## config.mk

```make
export PLATFORM = sky130hd
export DESIGN_NAME = imem_ctrl
export DESIGN_NICKNAME = d
export VERILOG_FILES = /design/src/rtl/imem_pkg.sv /design/src/rtl/imem_word_assembler.sv /design/src/rtl/imem_ctrl.sv
export SDC_FILE = /design/constraint.sdc
export NUM_CORES = 1
export LEC_CHECK = 0
export BUFFER_PORTS_ARGS = -buffer_cell sky130_fd_sc_hd__buf_2
export CELL_PAD_IN_SITES_DETAIL_PLACEMENT = 0
export CELL_PAD_IN_SITES_GLOBAL_PLACEMENT = 1
export CORE_ASPECT_RATIO = 1.75
export CORE_MARGIN = 1
export CORE_UTILIZATION = 37
export DETAILED_ROUTE_END_ITERATION = 8
export PLACE_DENSITY_LB_ADDON = 0.1
export SETUP_SLACK_MARGIN = 0.4
export SYNTH_ARGS = -nofsm -noshare
export SYNTH_HDL_FRONTEND = slang
export SYNTH_HIERARCHICAL = 1
export SYNTH_SLANG_ARGS = --single-unit
```

## constraint.sdc

```tcl
create_clock -name clk -period 1.8 [get_ports clk]
set_input_delay 0.09 -clock clk [delete_from_list [all_inputs] [get_ports clk]]
set_output_delay 0.09 -clock clk [all_outputs]
set_load 0.005 [all_outputs]
```

## src/rtl/imem_pkg.sv

```systemverilog
// Shared definitions for the instruction-memory controller: geometry,
// word width and the controller state encoding.
package imem_pkg;

    localparam int ADDR_W    = 12;
    localparam int MEM_BYTES = 4096;
    localparam int WORD_W    = 32;

    typedef enum logic [2:0] {
        IDLE  = 3'd0,
        FETCH = 3'd1,
        RESP  = 3'd2,
        LOAD  = 3'd3,
        DONE  = 3'd4
    } state_t;

endpackage

```

## src/rtl/imem_word_assembler.sv

```systemverilog
// Builds a 32-bit little-endian instruction word one byte lane at a time.
// The word is held until the next fetch writes new lanes over it.
module imem_word_assembler
    import imem_pkg::*;
(
    input  logic              clk,
    input  logic              rst_n,
    input  logic              en,
    input  logic [1:0]        idx,
    input  logic [7:0]        byte_in,
    output logic [WORD_W-1:0] word
);

    // Capture the read byte into the lane selected by idx while enabled
    always_ff @(posedge clk or negedge rst_n) begin
        if (!rst_n) begin
            word <= {WORD_W{1'b0}};
        end else if (en) begin
            case (idx)
                2'd0:    word[7:0]   <= byte_in;
                2'd1:    word[15:8]  <= byte_in;
                2'd2:    word[23:16] <= byte_in;
                2'd3:    word[31:24] <= byte_in;
                default: word        <= word;
            endcase
        end else begin
            word <= word;
        end
    end

endmodule

```

## src/rtl/imem_ctrl.sv

```systemverilog
// Instruction memory controller: serves 32-bit fetches from a single-port
// byte RAM (four byte reads per word) and loads a program image byte by
// byte from a streaming loader, stalling the core while loading.
module imem_ctrl
    import imem_pkg::*;
#(
    parameter int ADDR_W    = imem_pkg::ADDR_W,
    parameter int MEM_BYTES = imem_pkg::MEM_BYTES
) (
    input  logic              clk,
    input  logic              rst_n,
    input  logic              fetch_req,
    input  logic [ADDR_W-1:0] fetch_addr,
    output logic              fetch_valid,
    output logic [31:0]       fetch_data,
    output logic              fetch_err,
    input  logic              ld_start,
    input  logic              ld_valid,
    output logic              ld_ready,
    input  logic [7:0]        ld_byte,
    input  logic              ld_last,
    output logic              ld_done,
    output logic              ld_ovf,
    output logic [ADDR_W:0]   ld_count,
    output logic              cpu_hold,
    output logic [ADDR_W-1:0] mem_addr,
    output logic [7:0]        mem_wdata,
    output logic              mem_we,
    input  logic [7:0]        mem_rdata
);

    state_t            state_r;
    state_t            state_n;
    logic              pend_r;
    logic              pend_n;
    logic [1:0]        idx_r;
    logic [ADDR_W-1:0] base_r;
    logic [ADDR_W-1:0] ptr_r;
    logic [ADDR_W:0]   cnt_r;
    logic              ovf_r;
    logic              fvalid_r;
    logic              ferr_r;
    logic              done_r;
    logic              hold_r;
    logic              ready_r;
    logic              accept_s;
    logic              at_end_s;
    logic              err_s;
    logic              enter_load_s;
    logic              enter_fetch_s;
    logic              asm_en_s;

    assign accept_s      = (state_r == LOAD) && ready_r && ld_valid;
    assign at_end_s      = (ptr_r == ADDR_W'(MEM_BYTES - 1));
    assign enter_load_s  = (state_r == IDLE) && (state_n == LOAD);
    assign enter_fetch_s = (state_r == IDLE) && (state_n == FETCH);
    assign asm_en_s      = (state_r == FETCH);

    assign fetch_valid = fvalid_r;
    assign fetch_err   = ferr_r;
    assign ld_done     = done_r;
    assign ld_ready    = ready_r;
    assign cpu_hold    = hold_r;
    assign ld_ovf      = ovf_r;
    assign ld_count    = cnt_r;

    // Next-state selection; a pending load wins over a fetch in IDLE
    always_comb begin
        state_n = state_r;
        err_s   = 1'b0;
        case (state_r)
            IDLE: begin
                if (pend_r || ld_start) begin
                    state_n = LOAD;
                end else if (fetch_req && (fetch_addr[1:0] == 2'b00)) begin
                    state_n = FETCH;
                end else if (fetch_req) begin
                    state_n = IDLE;
                    err_s   = 1'b1;
                end else begin
                    state_n = IDLE;
                end
            end
            FETCH: begin
                if (idx_r == 2'd3) begin
                    state_n = RESP;
                end else begin
                    state_n = FETCH;
                end
            end
            RESP: begin
                state_n = IDLE;
            end
            LOAD: begin
                if (accept_s && (ld_last || at_end_s)) begin
                    state_n = DONE;
                end else begin
                    state_n = LOAD;
                end
            end
            DONE: begin
                state_n = IDLE;
            end
            default: begin
                state_n = IDLE;
            end
        endcase
    end

    // Pending-load flag: armed by ld_start outside LOAD, consumed on LOAD entry
    always_comb begin
        pend_n = pend_r;
        if (enter_load_s) begin
            pend_n = 1'b0;
        end else if (ld_start && (state_r != LOAD)) begin
            pend_n = 1'b1;
        end else begin
            pend_n = pend_r;
        end
    end

    // RAM port: byte reads during FETCH, byte writes only on an accepted load beat
    always_comb begin
        mem_addr  = {ADDR_W{1'b0}};
        mem_wdata = 8'h00;
        mem_we    = 1'b0;
        case (state_r)
            FETCH: begin
                mem_addr = base_r + {{(ADDR_W-2){1'b0}}, idx_r};
            end
            LOAD: begin
                mem_addr = ptr_r;
                if (accept_s) begin
                    mem_wdata = ld_byte;
                    mem_we    = 1'b1;
                end else begin
                    mem_wdata = 8'h00;
                    mem_we    = 1'b0;
                end
            end
            default: begin
                mem_addr = {ADDR_W{1'b0}};
            end
        endcase
    end

    // State register and pending flag
    always_ff @(posedge clk or negedge rst_n) begin
        if (!rst_n) begin
            state_r <= IDLE;
            pend_r  <= 1'b0;
        end else begin
            state_r <= state_n;
            pend_r  <= pend_n;
        end
    end

    // Registered status outputs, decoded from the state being entered
    always_ff @(posedge clk or negedge rst_n) begin
        if (!rst_n) begin
            fvalid_r <= 1'b0;
            ferr_r   <= 1'b0;
            done_r   <= 1'b0;
            hold_r   <= 1'b0;
            ready_r  <= 1'b0;
        end else begin
            fvalid_r <= (state_n == RESP);
            ferr_r   <= err_s;
            done_r   <= (state_n == DONE);
            hold_r   <= (state_n == LOAD) || (state_n == DONE);
            ready_r  <= (state_n == LOAD);
        end
    end

    // Fetch byte index and word base address
    always_ff @(posedge clk or negedge rst_n) begin
        if (!rst_n) begin
            idx_r  <= 2'd0;
            base_r <= {ADDR_W{1'b0}};
        end else if (enter_fetch_s) begin
            idx_r  <= 2'd0;
            base_r <= fetch_addr;
        end else if (state_r == FETCH) begin
            idx_r  <= idx_r + 2'd1;
        end else begin
            idx_r  <= idx_r;
        end
    end

    // Load pointer, byte count and overflow flag; the pointer saturates at the top
    always_ff @(posedge clk or negedge rst_n) begin
        if (!rst_n) begin
            ptr_r <= {ADDR_W{1'b0}};
            cnt_r <= {(ADDR_W+1){1'b0}};
            ovf_r <= 1'b0;
        end else if (enter_load_s) begin
            ptr_r <= {ADDR_W{1'b0}};
            cnt_r <= {(ADDR_W+1){1'b0}};
            ovf_r <= 1'b0;
        end else if (accept_s) begin
            cnt_r <= cnt_r + {{ADDR_W{1'b0}}, 1'b1};
            if (at_end_s) begin
                ptr_r <= ptr_r;
                ovf_r <= ovf_r | ~ld_last;
            end else begin
                ptr_r <= ptr_r + {{(ADDR_W-1){1'b0}}, 1'b1};
                ovf_r <= ovf_r;
            end
        end else begin
            ptr_r <= ptr_r;
            cnt_r <= cnt_r;
            ovf_r <= ovf_r;
        end
    end

    imem_word_assembler u_asm (
        .clk     (clk),
        .rst_n   (rst_n),
        .en      (asm_en_s),
        .idx     (idx_r),
        .byte_in (mem_rdata),
        .word    (fetch_data)
    );

endmodule

```

# Word level (Yosys, flattened, before mapping)
# Cells that the tools add are included.
[word_totals]
wordCells = 83
register_bits = 81
input_bits = 34
[classes]
eq_ne = 12
muxes = 26
n_bitwise = 2
addsub = 4
n_reduce_logical = 23
[op_table]
columns = ["cell", "n"]
rows = [
  ["2-to-1 mux 12 bit", 3],
  ["2-to-1 mux 13 bit", 2],
  ["one-hot mux 12 bit (2 select lines)", 1],
  ["2-to-1 mux 8 bit", 2],
  ["adder 13 x 1 -> 13 bit, second input constant", 1],
  ["adder 12 x 1 -> 12 bit, second input constant", 1],
  ["adder 12 x 2 -> 12 bit", 1],
  ["equality test 12 bit, second input constant", 1],
  ["2-to-1 mux 1 bit", 12],
  ["AND reduction 2 bit", 6],
  ["equality test 3 x 2 -> 1 bit, second input constant", 3],
  ["one-hot mux 3 bit (3 select lines)", 1],
  ["2-to-1 mux 2 bit", 4],
  ["nonzero test 2 bit", 4],
  ["logical AND 1 bit", 7],
  ["equality test 3 x 1 -> 1 bit, second input constant", 2],
  ["equality test 2 bit, second input constant", 2],
  ["logical NOT 2 bit", 2],
  ["equality test 3 bit, second input constant", 1],
  ["logical NOT 3 bit", 1],
  ["logical OR 1 bit", 3],
  ["2-to-1 mux 3 bit", 1],
  ["!= test 3 x 2 -> 1 bit, second input constant", 1],
  ["adder 2 x 1 -> 2 bit, second input constant", 1],
  ["other kinds (4)", 4],
]

# Depth between registers and ports, before layout
# Gate-level depths: netlist (run 1).
[logic_depth]
depth_word = 10
mapped_depth = 7
depth_no_buf = 5

# Hierarchy
# Netlist (run 1), hierarchy kept.
[by_module_without_submodules]
columns = ["module", "seq_area_each_um2", "area_per_inst_um2", "n_inst", "cells_each"]
rows = [
  ["imem_ctrl", 1226.2, 2665.1, 1, 277],
  ["imem_word_assembler", 800.8, 1212.4, 1, 68],
]

# Worst setup path after synthesis (run 1)
# No wires, ideal clock.
[synth_timing]
path_kind = "flip-flop to flip-flop"
start = "reg pend_r"
end = "reg base_r[10]"
setup_ns = 0.125
synth_period_minus_slack_ns = 1.865
path_slack_ns = -0.065
n_path_buf = 2
path_stages_with_launch = 7
arrival_ns = 1.740
path_cell_list = "dfrtp_1 > or2_2 > and2_1 > buf_2 > nor3b_4 > buf_6 > mux2_2"
[synth_between]
elab_chain_len = 5
[synth_rtl]
columns = ["item", "line", "rtl"]
rows = [
  ["start, declared", "imem_ctrl.sv:34", "logic pend_r;"],
  ["start signal, assigned", "imem_ctrl.sv:154", "pend_r <= pend_n;"],
  ["logical OR 1 bit", "imem_ctrl.sv:73", "if (pend_r || ld_start) begin"],
  ["2-to-1 mux 2 bit", "imem_ctrl.sv:73", ""],
  ["one-hot mux 3 bit (3 select lines)", "imem_ctrl.sv:71", "case (state_r)"],
  ["equality test 3 x 1 -> 1 bit", "imem_ctrl.sv:56", "assign enter_fetch_s = (state_r == IDLE) && (state_n == FETCH);"],
  ["logical AND 1 bit", "imem_ctrl.sv:56", ""],
  ["end signal, assigned", "imem_ctrl.sv:179", "base_r <= {ADDR_W{1'b0}};"],
  ["end signal, assigned", "imem_ctrl.sv:182", "base_r <= fetch_addr;"],
  ["end, declared", "imem_ctrl.sv:37", "logic [ADDR_W-1:0] base_r;"],
]
# Every way passes these cells.
# A chain may end at the register's enable or synchronous reset.

# Worst setup path in the final report (run 1)
[layout_timing]
start = "reg idx_r[1]"
end = "out mem_addr[11]"
[layout_between]
elab_chain_len = 2
[layout_rtl]
columns = ["item", "line", "rtl"]
rows = [
  ["start, declared", "imem_ctrl.sv:36", "logic [1:0] idx_r;"],
  ["start signal, assigned", "imem_ctrl.sv:184", "idx_r <= idx_r + 2'd1;"],
  ["start signal, assigned", "imem_ctrl.sv:186", "idx_r <= idx_r;"],
  ["adder 12 x 2 -> 12 bit", "imem_ctrl.sv:129", "mem_addr = base_r + {{(ADDR_W-2){1'b0}}, idx_r};"],
  ["one-hot mux 12 bit (2 select lines)", "imem_ctrl.sv:127", "case (state_r)"],
  ["end, declared", "imem_ctrl.sv:26", "output logic [ADDR_W-1:0] mem_addr,"],
]
# Every way passes these cells.

==> flow_metrics.py, run 1 <==
metrics = {
    "global_routing": {
        "initial_antenna_violation_count": 0,
        "vias_in_the_first_global_route": 3741,
        "maximum_number_of_pins_on_one_net_before_global_route_repair": 48,
        "grt_pass1_wl_um": 18700,
        "globalRouteOverflowTotal": 0,
        "globalRouteTotalUtil_pct": 22.9,
    },
    "critical_path": {
        "critPathLaunchType": "flip-flop",
        "setup.worst_path.class": "reg2out",
        "crit-reg2reg-launch": "state_r[1]",
        "timing.critical_path.to_type": "output pin",
        "ff2ff_path_depth": 7,
        "cp.required_ns": 1.71,
        "crit_path_frequent_cell": "nand3_2",
        "largest_fanout_of_any_net_on_the_critical_path": 2,
        "crit_path_cell_trace": "ha_4, a21o_1, nand3_2, or4_4, nand3_2, buf_2",
        "critPathTopFamily": "simple AND/OR/NAND/NOR gates",
        "slowest_delay_ns": 0.42,
        "worstReg2RegEnd": "base_r[2]",
        "cp-startpoint": "idx_r[1]",
        "worst_ep_arrival_time_ns": 1.89,
        "ff2ff_setup_slack_ns": -0.02,
        "worst-path-buf-inv": 1,
        "cpMaxStageDelayCell": "dfrtp_2",
    },
    "detailed_routing": {
        "routed_via_density": 5.29,
        "post-route-drc-count": 0,
        "number_of_search_and_repair_iterations_in_the_first_detailed_routing_pass": 4,
        "totalWireLength_um": 12400,
        "routed_wire_length_per_instance_um": 18.2,
        "route.antenna.remaining_nets": 0,
        "via_count": 3601,
        "met2_wirelength_um": 6920,
        "route.met3.wl_um": 471,
        "top_signal_layer_used": "met4",
        "drtIter0Drc": 156,
        "wl_met1_um": 4620,
    },
    "final_layout": {
        "drive_above_1_share_pct": 63.0,
        "n_antenna_cell": 0,
        "final_core_utilization_pct": 65.5,
        "areaGrowthSynthToFinish_pct": 72.9,
        "top_library_cells_by_usage_in_the_layout_fill_and_taps_aside": "buf_2 (98), dfrtp_1 (73), buf_4 (45), mux2_4 (37), nand2_1 (32)",
        "final_cells": 681,
        "finalNetCount": 589,
        "final_common_cell": "buf_2",
    },
    "yosys": {
        "synth.cell_area_mm2": 0.00388,
        "synthesis.instances": 345,
        "synth.lib_cells_used.distinct": 41,
        "synthesis.area_per_instance_um2": 11.2,
        "yosysWarnings": 6,
        "proportion_of_synthesized_chip_area_in_sequential_cells_pct": 52.3,
        "ys_seq_elements": 81,
        "mappedNetlistNets": 385,
    },
    "clock_tree": {
        "cts_tree": "done",
        "max_buffers_root_to_sink": 2,
        "clkSinkCount": 81,
        "later_pin_clock_latency_in_the_skew_report_ns": 0.35,
        "cts-root-buf": "clkbuf_16",
        "cts.reportedPaths.clkPinSlew_ns": 0.07,
        "number_of_buffers_created_by_cts": 9,
        "htree_num_levels": 3,
    },
    "placed_design": {
        "dpl.cell_count": 603,
        "buffer_ports.inserted": 105,
        "place_worst_setup_slack_ns": 0.0166,
        "detailed_placer_s_ending_hpwl_um": 7680,
        "gpl.final_weighted_congestion": 0.782,
    },
    "hold_path": {
        "hold_path_end": "u_asm/word[17]",
        "hold_class": "in2reg",
        "worstHoldStart": "mem_rdata[1]",
        "min_delay_path_depth": 2,
    },
    "sta": {
        "fin_tns_setup_ns": -1.34,
        "finalHoldViolations": 0,
        "total_count_of_max_transition_violations_in_the_final_report": 0,
        "max_freq_mhz": 505,
        "worst_slack_ns": -0.181,
        "layout_min_cycle_time_ns": 1.98,
        "finalHoldWorstSlack_ns": 0.0196,
        "worst-slew-pin-transition_ns": 0.421,
        "worst_clock_skew_ns": 0.00529,
        "slew_headroom_pct": 72.0,
        "min_period_over_period_pct": 110,
        "finalSetupViolations": 22,
        "unrepaired_setup_endpoints_after_global_routing": "true",
    },
    "pwr": {
        "comb_power_share_pct": 49.1,
        "ir_worst_vdd_mv": 0.841,
        "p_seq_share_pct": 30.5,
        "power.density_cell_area_mw_per_mm2": 1420,
        "power.internal_mw": 6.29,
        "clock_power_share_pct": 20.4,
        "power_switching_mw": 3.21,
        "power.share.switching_pct": 33.8,
        "power.static_leakage_nw": 3.15,
    },
    "floorplanning": {
        "fp.dieArea_mm2": 0.0109,
        "initial_core_utilization_pct": 37.9,
        "die_w_um": 79.4,
        "num_rows": 49,
        "floorplan.die.height_um": 137,
        "core_mm2": 0.0102,
        "i_o_pin_total": 106,
    },
    "run_status": {
        "violations": "negative setup slack",
        "status": "finished with violations",
    },
    "job": {
        "max_cap_viol_count": 0,
    },
}
area by class of cell:
type / instances / area (um^2)
Fill cell: 763 / 3530
Tap cell: 127 / 159
Inverter: 3 / 23.8
Clock inverter: 7 / 86.3
Timing Repair Buffer: 204 / 1720
Sequential cell: 81 / 2040
Multi-Input combinational cell: 250 / 2450
Clock buffer: 9 / 225
repair_timing:
action                                  in CTS  in global routing
pin swaps                                   43                 28
endpoints found under the setup margin      98                 99
gates resized for setup                    121                 51
gates cloned                                 7                  3
hold buffers                                12                  0
buffers inserted                            28                 12
endpoints found under the hold margin       39                  0
power groups by stage:
stage | clock network (mW) | registers, mW | logic [mW]
3_5_place_dp | 0 | 2.90 | 2.88
4_1_cts | 1.97 | 2.90 | 4.28
2_1_floorplan | 0 | 2.95 | 1.60
3_3_place_gp | 0 | 2.88 | 2.83
5_1_grt | 2.05 | 2.98 | 5.00
6_report | 1.93 | 2.90 | 4.67
through the flow:
step / total power, mW / cell area (um^2)
after floorplan: 4.55 / 4040
final: 9.50 / 6700
after detailed placement: 5.79 / 4960
after CTS: 9.15 / 6290
after global placement: 5.71 / 4960
after global routing: 10.0 / 6700
cell families after synthesis:
family                     synth area share (%)
DFF                                        52.3
adders and majority gates                  2.13
and+or+nand+nor                            19.2
AOI/OAI and AO/OA                          9.00
xor gates and xnor gates                   3.16
muxes                                      12.5
buffers and inverters                      1.74
registers in the layout, indices dropped and copies added (netlist names), 2 cells and up:
name,flops
idx_r,2
ld_count,13
state_r,3
ptr_r,12
u_asm/word,32
base_r,12
synthesized netlist by cell type:
master | number | share of area, %
dfrtp_1 | 81 | 52
mux2_2 | 42 | 12
nand2_1 | 37 | 3.6
a21oi_1 | 19 | 2.5
o21ai_0 | 17 | 2.2
nor2_1 | 14 | 1.4
and3_1 | 13 | 2.1
nand3_1 | 12 | 1.5
clkbuf_1 | 8 | 0.77
nand4_1 | 8 | 1.3
o31ai_1 | 8 | 1.5
or3_1 | 8 | 1.3
or4_1 | 8 | 1.5
xor2_1 | 8 | 1.8
xnor2_1 | 6 | 1.4
ha_1 | 5 | 1.6
and4_1 | 4 | 0.90
o41ai_1 | 4 | 0.90
or2_2 | 4 | 0.65
and2_1 | 3 | 0.48
buf_2 | 3 | 0.39
inv_1 | 3 | 0.29
nand3b_2 | 3 | 0.87
nor3_1 | 3 | 0.39
a22o_1 | 2 | 0.45
nand3_2 | 2 | 0.52
nor2b_1 | 2 | 0.32
nor3b_4 | 2 | 0.97
nor4_1 | 2 | 0.32
o21a_1 | 2 | 0.39
o311ai_0 | 2 | 0.45
a21o_1 | 1 | 0.19
and3b_1 | 1 | 0.23
buf_6 | 1 | 0.29
fa_1 | 1 | 0.52
mux2i_1 | 1 | 0.26
nand4_2 | 1 | 0.32
o211ai_1 | 1 | 0.19
o311ai_1 | 1 | 0.23
or4_4 | 1 | 0.29
or4b_1 | 1 | 0.26
routing by layer:
| metal | GRT usage (%) | up-vias |
|---|---|---|
| li1 | - | 1691 |
| met1 | 24.6 | 1757 |
| met2 | 43.0 | 125 |
| met3 | 3.84 | 28 |
| met4 | 10.0 | 0 |
| met5 | 0 | - |
worst max-delay path by stage:
stage,end,slack [ns],depth (start not counted)
finish,mem_addr[11],-0.18,6
global route,mem_addr[10],-0.25,6
CTS,mem_addr[10],-0.18,6
detailed placement,ld_count[7],0.02,4
global placement,ld_count[9],0.04,4
floorplan,base_r[10],0.07,6
Power figures use the tool's default switching activity.
==> run 2: changes to the inputs <==
Settings changed: CORE_UTILIZATION 37 to 40.
Clock period 1.8 ns to 2.2 ns, I/O delays scaled along.
==> run 2 against run 1 <==
  * The flow now finishes without violations
  * Worst setup slack improved by 0.43 ns
  * Global-route usage decreased by 2.4 points
  * Sequential share of layout area up 8.2 points
  * Worst hold slack got worse by 0.0050 ns
  * Non-clock buffer count down 62
  * Utilization shrank 9.5 points
  * Register-to-register slack better by 0.37 ns
  * Clock power down 24%
  * Sequential power fell by 19%
  * Critical path depth did not move
  * Routed wire length down 19%
  * Critical endpoint is now mem_addr[10]
==> flow_metrics.py, run 2 (synthesis gave the netlist of run 1 again) <==
metrics = {
    "critical_path": {
        "cp.required_ns": 2.09,
        "worstReg2RegEnd": "base_r[6]",
        "worst_ep_arrival_time_ns": 1.84,
        "timing.critical_path.to_type": "output pin",
        "cpMaxStageDelayCell": "fa_2",
        "slowest_delay_ns": 0.40,
        "largest_fanout_of_any_net_on_the_critical_path": 5,
        "critPathLaunchType": "flip-flop",
        "setup.worst_path.class": "reg2out",
        "ff2ff_setup_slack_ns": 0.35,
        "crit_path_cell_trace": "ha_2, fa_2, nand4_1, xor2_1, o21ai_1, buf_2",
        "crit-reg2reg-launch": "state_r[1]",
        "ff2ff_path_depth": 6,
    },
    "global_routing": {
        "grt_pass1_wl_um": 16100,
        "vias_in_the_first_global_route": 3294,
        "initial_antenna_violation_count": 0,
        "globalRouteOverflowTotal": 0,
        "maximum_number_of_pins_on_one_net_before_global_route_repair": 43,
        "globalRouteTotalUtil_pct": 20.5,
    },
    "clock_tree": {
        "max_buffers_root_to_sink": 2,
        "clkSinkCount": 81,
        "cts-root-buf": "clkbuf_16",
        "number_of_buffers_created_by_cts": 9,
        "cts.reportedPaths.clkPinSlew_ns": 0.06,
        "htree_num_levels": 3,
        "later_pin_clock_latency_in_the_skew_report_ns": 0.34,
        "cts_tree": "done",
    },
    "final_layout": {
        "areaGrowthSynthToFinish_pct": 35.8,
        "layout.cell_area.non_filler_mm2": 0.00527,
        "top_library_cells_by_usage_in_the_layout_fill_and_taps_aside": "buf_2 (104), dfrtp_1 (78), nand2_1 (35), mux2_2 (34), buf_4 (25)",
        "regMostFlops": "u_asm/word",
        "n_antenna_cell": 0,
        "number_of_flip_flops_in_the_largest_register": 32,
        "final_common_cell": "buf_2",
        "finalNetCount": 527,
        "drive_above_1_share_pct": 46.4,
        "final.fill_count": 872,
        "final_core_utilization_pct": 56.0,
    },
    "sta": {
        "unrepaired_setup_endpoints_after_global_routing": "true",
        "min_period_over_period_pct": 88.5,
        "worst-slew-pin-transition_ns": 0.546,
        "total_count_of_max_transition_violations_in_the_final_report": 0,
        "finalSetupViolations": 0,
        "worst_clock_skew_ns": 0.00809,
        "finalHoldViolations": 0,
        "fin_tns_setup_ns": 0,
        "slew_headroom_pct": 63.6,
        "max_freq_mhz": 514,
        "layout_min_cycle_time_ns": 1.95,
    },
    "placed_design": {
        "detailed_placer_s_ending_hpwl_um": 7070,
        "gpl.final_weighted_congestion": 0.811,
        "buffer_ports.inserted": 105,
        "dpl_cell_area_mm2": 0.00461,
    },
    "pwr": {
        "power.static_leakage_nw": 2.50,
        "clock_power_share_pct": 23.8,
        "power.density_cell_area_mw_per_mm2": 1170,
        "power.total_mw": 6.18,
        "power.internal_mw": 4.14,
        "power_switching_mw": 2.03,
        "power.share.switching_pct": 32.9,
        "ir_worst_vdd_mv": 0.749,
        "comb_power_share_pct": 38.2,
        "p_seq_share_pct": 38.0,
    },
    "job": {
        "max_cap_viol_count": 0,
    },
    "floorplanning": {
        "die_w_um": 76.4,
        "core_mm2": 0.00941,
        "floorplan.die.height_um": 132,
        "num_rows": 47,
        "i_o_pin_total": 106,
        "fp.dieArea_mm2": 0.0101,
        "initial_core_utilization_pct": 41.2,
    },
    "detailed_routing": {
        "post-route-drc-count": 0,
        "routed_wire_length_per_instance_um": 16.3,
        "drtIter0Drc": 146,
        "totalWireLength_um": 9980,
        "number_of_search_and_repair_iterations_in_the_first_detailed_routing_pass": 4,
        "top_signal_layer_used": "met4",
        "via_count": 3274,
        "met2_wirelength_um": 5590,
        "routed_via_density": 5.34,
        "wl_met1_um": 3840,
        "route.antenna.remaining_nets": 0,
        "route.met3.wl_um": 390,
    },
    "hold_path": {
        "worstHoldStart": "fetch_addr[9]",
        "hold_path_end": "base_r[9]",
        "hold_class": "in2reg",
        "min_delay_path_depth": 2,
    },
    "run_status": {
        "status": "finished clean",
    },
}
==> run 2: cell count changes in the layout (fill, tap and decap cells not counted), sizes merged <==
cell         delta
dlygate4sd3     -5
and3            +1
inv             -1
buf            -54
nand3           -1
clkbuf          -2
clkinv          -1
==> run 2: area by class of cell <==
cell class / instances / area, um^2 / area share [%]
clock buffer: 10 / 229 / 4.35
clock inverter: 5 / 56.3 / 1.07
timing repair buffer: 142 / 858 / 16.3
tap: 122 / 153 / 2.90
sequential: 81 / 2030 / 38.6
multi-input combinational: 250 / 1930 / 36.6
inverter: 3 / 13.8 / 0.261
==> run 2: through the flow <==
| step | cells | worst slack [ns] | hold WS [ns] |
|---|---|---|---|
| CTS | 606 | 0.221 | 0.000658 |
| global route | 613 | 0.147 | 0.00977 |
| floorplan | 345 | 0.404 | -0.186 |
| finish | 613 | 0.253 | 0.0145 |
| detailed placement | 571 | 0.154 | 0.125 |
| global placement | 571 | 0.242 | 0.123 |
==> run 2: worst max-delay path by stage <==
stage	from	to	slack (ns)	cells after the start
3_3_place_gp	ptr_r[0]	state_r[1]	0.24	5
5_1_grt	base_r[2]	mem_addr[11]	0.15	5
2_1_floorplan	ptr_r[0]	ptr_r[9]	0.40	6
4_1_cts	idx_r[0]	mem_addr[10]	0.22	6
6_report	idx_r[0]	mem_addr[10]	0.25	6
3_5_place_dp	ptr_r[0]	state_r[0]	0.15	5
==> run 2: layer usage <==
| layer | track usage [%] | vias up |
|---|---|---|
| li1 | - | 1558 |
| met1 | 21.6 | 1610 |
| met2 | 39.1 | 92 |
| met3 | 3.88 | 14 |
| met4 | 7.91 | 0 |
| met5 | 0 | - |
==> run 2: power groups by stage <==
stage	logic, mW	clock network, mW	registers (mW)
5_1_grt	2.58	1.55	2.43
6_report	2.36	1.47	2.35
3_3_place_gp	2.05	0	2.36
2_1_floorplan	1.16	0	2.39
4_1_cts	2.19	1.51	2.35
3_5_place_dp	2.08	0	2.38
==> run 2: critical path, delay by kind of cell, from the launching register on <==
| kind | cells | cell delay (ns) |
|---|---|---|
| AOI/OAI and AO/OA | 1 | 0.09 |
| DFF | 1 | 0.38 |
| xor gates and xnor gates | 1 | 0.17 |
| adders and majority gates | 2 | 0.60 |
| buffers and inverters | 1 | 0.13 |
| and+or+nand+nor | 1 | 0.13 |
==> run 2: timing repair <==
item	CTS	global route
hold buffers	7	0
hold endpoints to repair	47	0
buffers inserted	11	7
endpoints found under the setup margin	39	46
pin swaps	15	13
gates cloned	2	0
gates resized for setup	23	32
==> run 3: changes to the inputs <==
Settings changed: CORE_UTILIZATION 40 to 35.
==> run 3 against run 2 <==
  * Worst setup slack lost 0.070 ns
  * First-iteration DRC count decreased by 40%
  * Power is 5.2% higher
  * Non-clock buffer count increased by 11
  * Sequential power about the same
  * Via count increased by 0.52%
  * Combinational power is 6% higher
  * Global-route usage shrank 1.7 points
  * Worst hold slack worse by 0.0033 ns
  * Largest power group unchanged
  * Sequential share of layout area decreased by 1.3 points
  * Final cell count increased by 3.4%
  * Clock skew down 0.0028 ns
==> flow_metrics.py, run 3 (synthesis gave the netlist of run 1 again) <==
metrics = {
    "run_status": {
        "status": "finished clean",
    },
    "pwr": {
        "ir_worst_vdd_mv": 0.638,
        "power.density_cell_area_mw_per_mm2": 1190,
        "power.static_leakage_nw": 2.57,
    },
    "final_layout": {
        "final_core_utilization_pct": 50.7,
        "layout.cell_area.non_filler_mm2": 0.00546,
        "final_common_cell": "buf_2",
        "top_library_cells_by_usage_in_the_layout_fill_and_taps_aside": "buf_2 (104), dfrtp_1 (77), nand2_1 (35), mux2_2 (34), buf_4 (29)",
        "number_of_flip_flops_in_the_largest_register": 32,
        "finalNetCount": 539,
        "final.fill_count": 1035,
        "drive_above_1_share_pct": 48.4,
        "n_antenna_cell": 0,
        "areaGrowthSynthToFinish_pct": 40.8,
        "regMostFlops": "u_asm/word",
    },
    "global_routing": {
        "globalRouteTotalUtil_pct": 18.8,
        "globalRouteOverflowTotal": 0,
        "initial_antenna_violation_count": 0,
        "maximum_number_of_pins_on_one_net_before_global_route_repair": 43,
        "grt_pass1_wl_um": 16200,
        "vias_in_the_first_global_route": 3267,
    },
    "placed_design": {
        "gpl.final_weighted_congestion": 0.775,
        "detailed_placer_s_ending_hpwl_um": 7360,
        "buffer_ports.inserted": 105,
        "dpl_cell_area_mm2": 0.00464,
    },
    "critical_path": {
        "timing.critical_path.to_type": "output pin",
        "largest_fanout_of_any_net_on_the_critical_path": 3,
        "worst_setup_path_endpoint": "mem_addr[11]",
        "ff2ff_path_depth": 6,
        "ff2ff_setup_slack_ns": 0.33,
        "worst_ep_arrival_time_ns": 1.91,
        "cp-startpoint": "base_r[1]",
        "critPathLaunchType": "flip-flop",
        "worstReg2RegEnd": "base_r[2]",
        "setup.worst_path.class": "reg2out",
        "cp.required_ns": 2.09,
        "crit-reg2reg-launch": "state_r[0]",
    },
    "detailed_routing": {
        "routed_via_density": 5.19,
        "drtIter0Drc": 88,
        "routed_wire_length_per_instance_um": 16.6,
        "route.antenna.remaining_nets": 0,
        "post-route-drc-count": 0,
        "via_count": 3291,
        "number_of_search_and_repair_iterations_in_the_first_detailed_routing_pass": 4,
        "totalWireLength_um": 10500,
    },
    "sta": {
        "slew_headroom_pct": 62.5,
        "unrepaired_setup_endpoints_after_global_routing": "true",
        "max_freq_mhz": 496,
        "min_period_over_period_pct": 91.7,
        "layout_min_cycle_time_ns": 2.02,
        "worst_clock_skew_ns": 0.00531,
        "fin_tns_setup_ns": 0,
        "finalSetupViolations": 0,
        "finalHoldViolations": 0,
        "worst-slew-pin-transition_ns": 0.563,
        "total_count_of_max_transition_violations_in_the_final_report": 0,
    },
    "clock_tree": {
        "htree_num_levels": 3,
        "later_pin_clock_latency_in_the_skew_report_ns": 0.34,
        "cts.reportedPaths.clkPinSlew_ns": 0.06,
        "max_buffers_root_to_sink": 2,
        "number_of_buffers_created_by_cts": 9,
        "clkSinkCount": 81,
        "cts_tree": "done",
        "cts-root-buf": "clkbuf_16",
    },
    "floorplanning": {
        "i_o_pin_total": 106,
        "num_rows": 50,
        "floorplan.die.height_um": 141,
        "initial_core_utilization_pct": 36.0,
        "die_w_um": 81.6,
        "fp.dieArea_mm2": 0.0115,
        "core_mm2": 0.0108,
    },
    "hold_path": {
        "hold_class": "in2reg",
    },
    "job": {
        "max_cap_viol_count": 0,
    },
}
## run 3: cell count changes in the layout (fill, tap and decap cells not counted), sizes merged
cell	before	now
bufinv	1	2
buf	135	145
clkinv	2	4
dlygate4sd3	7	8
nand3	14	15
inv	4	2
## run 3: metrics by stage
stage / hold WS (ns) / worst slack, ns / power [mW] / instances
floorplan: -0.186 / 0.404 / 3.55 / 345
global placement: 0.139 / 0.226 / 4.44 / 582
detailed placement: 0.151 / 0.178 / 4.49 / 582
CTS: 0.000681 / 0.155 / 6.22 / 611
global route: 0.00586 / 0.0755 / 6.91 / 634
finish: 0.0113 / 0.183 / 6.50 / 634
## run 3: power by group
part / switching (mW) / internal (mW) / total (mW)
Sequential: 0.347 / 2.00 / 2.35
Clock: 0.625 / 1.03 / 1.65
Combinational: 1.14 / 1.36 / 2.50
Total: 2.11 / 4.39 / 6.50
## run 3: final cells by class
class	count	area, um^2	area share [%]
Sequential cell	81	2030	37.2
Multi-Input combinational cell	251	1940	35.5
Timing Repair Buffer	153	980	17.9
Clock buffer	10	239	4.38
Tap cell	130	163	2.98
Clock inverter	6	91.3	1.67
Inverter	3	15.0	0.275
## run 3: timing repair
| action | CTS | global route |
|---|---|---|
| gates resized for setup | 16 | 42 |
| hold buffers | 8 | 0 |
| endpoints found under the hold margin | 46 | 0 |
| cloned | 0 | 3 |
| pin swaps | 11 | 17 |
| setup buffers | 5 | 20 |
| endpoints found under the setup margin | 39 | 44 |
## run 3: critical path: stages (launching register included)
cell     delay [ns]
dfrtp_1        0.41
ha_1           0.29
a21o_1         0.16
nand3_2        0.10
or4_1          0.41
nand3_1        0.09
buf_2          0.11
## run 3: metal layers
metal | vias up | wire (um) | global-route usage, %
li1 | 1580 | - | -
met1 | 1622 | 4010 | 20.3
met2 | 78 | 5970 | 34.7
met3 | 11 | 373 | 3.37
met4 | 0 | 170 | 7.42
met5 | - | 0 | 0
## run 3: worst min-delay path by stage
stage / start / to / slack (ns) / cells past startpoint
after global placement: rst_n / ptr_r[5] / 0.14 / 1
after detailed placement: rst_n / ptr_r[5] / 0.15 / 1
after global routing: fetch_addr[4] / base_r[4] / 0.006 / 2
after CTS: fetch_addr[4] / base_r[4] / 0.0007 / 2
final: fetch_addr[4] / base_r[4] / 0.01 / 2
after floorplan: rst_n / base_r[0] / -0.19 / 0
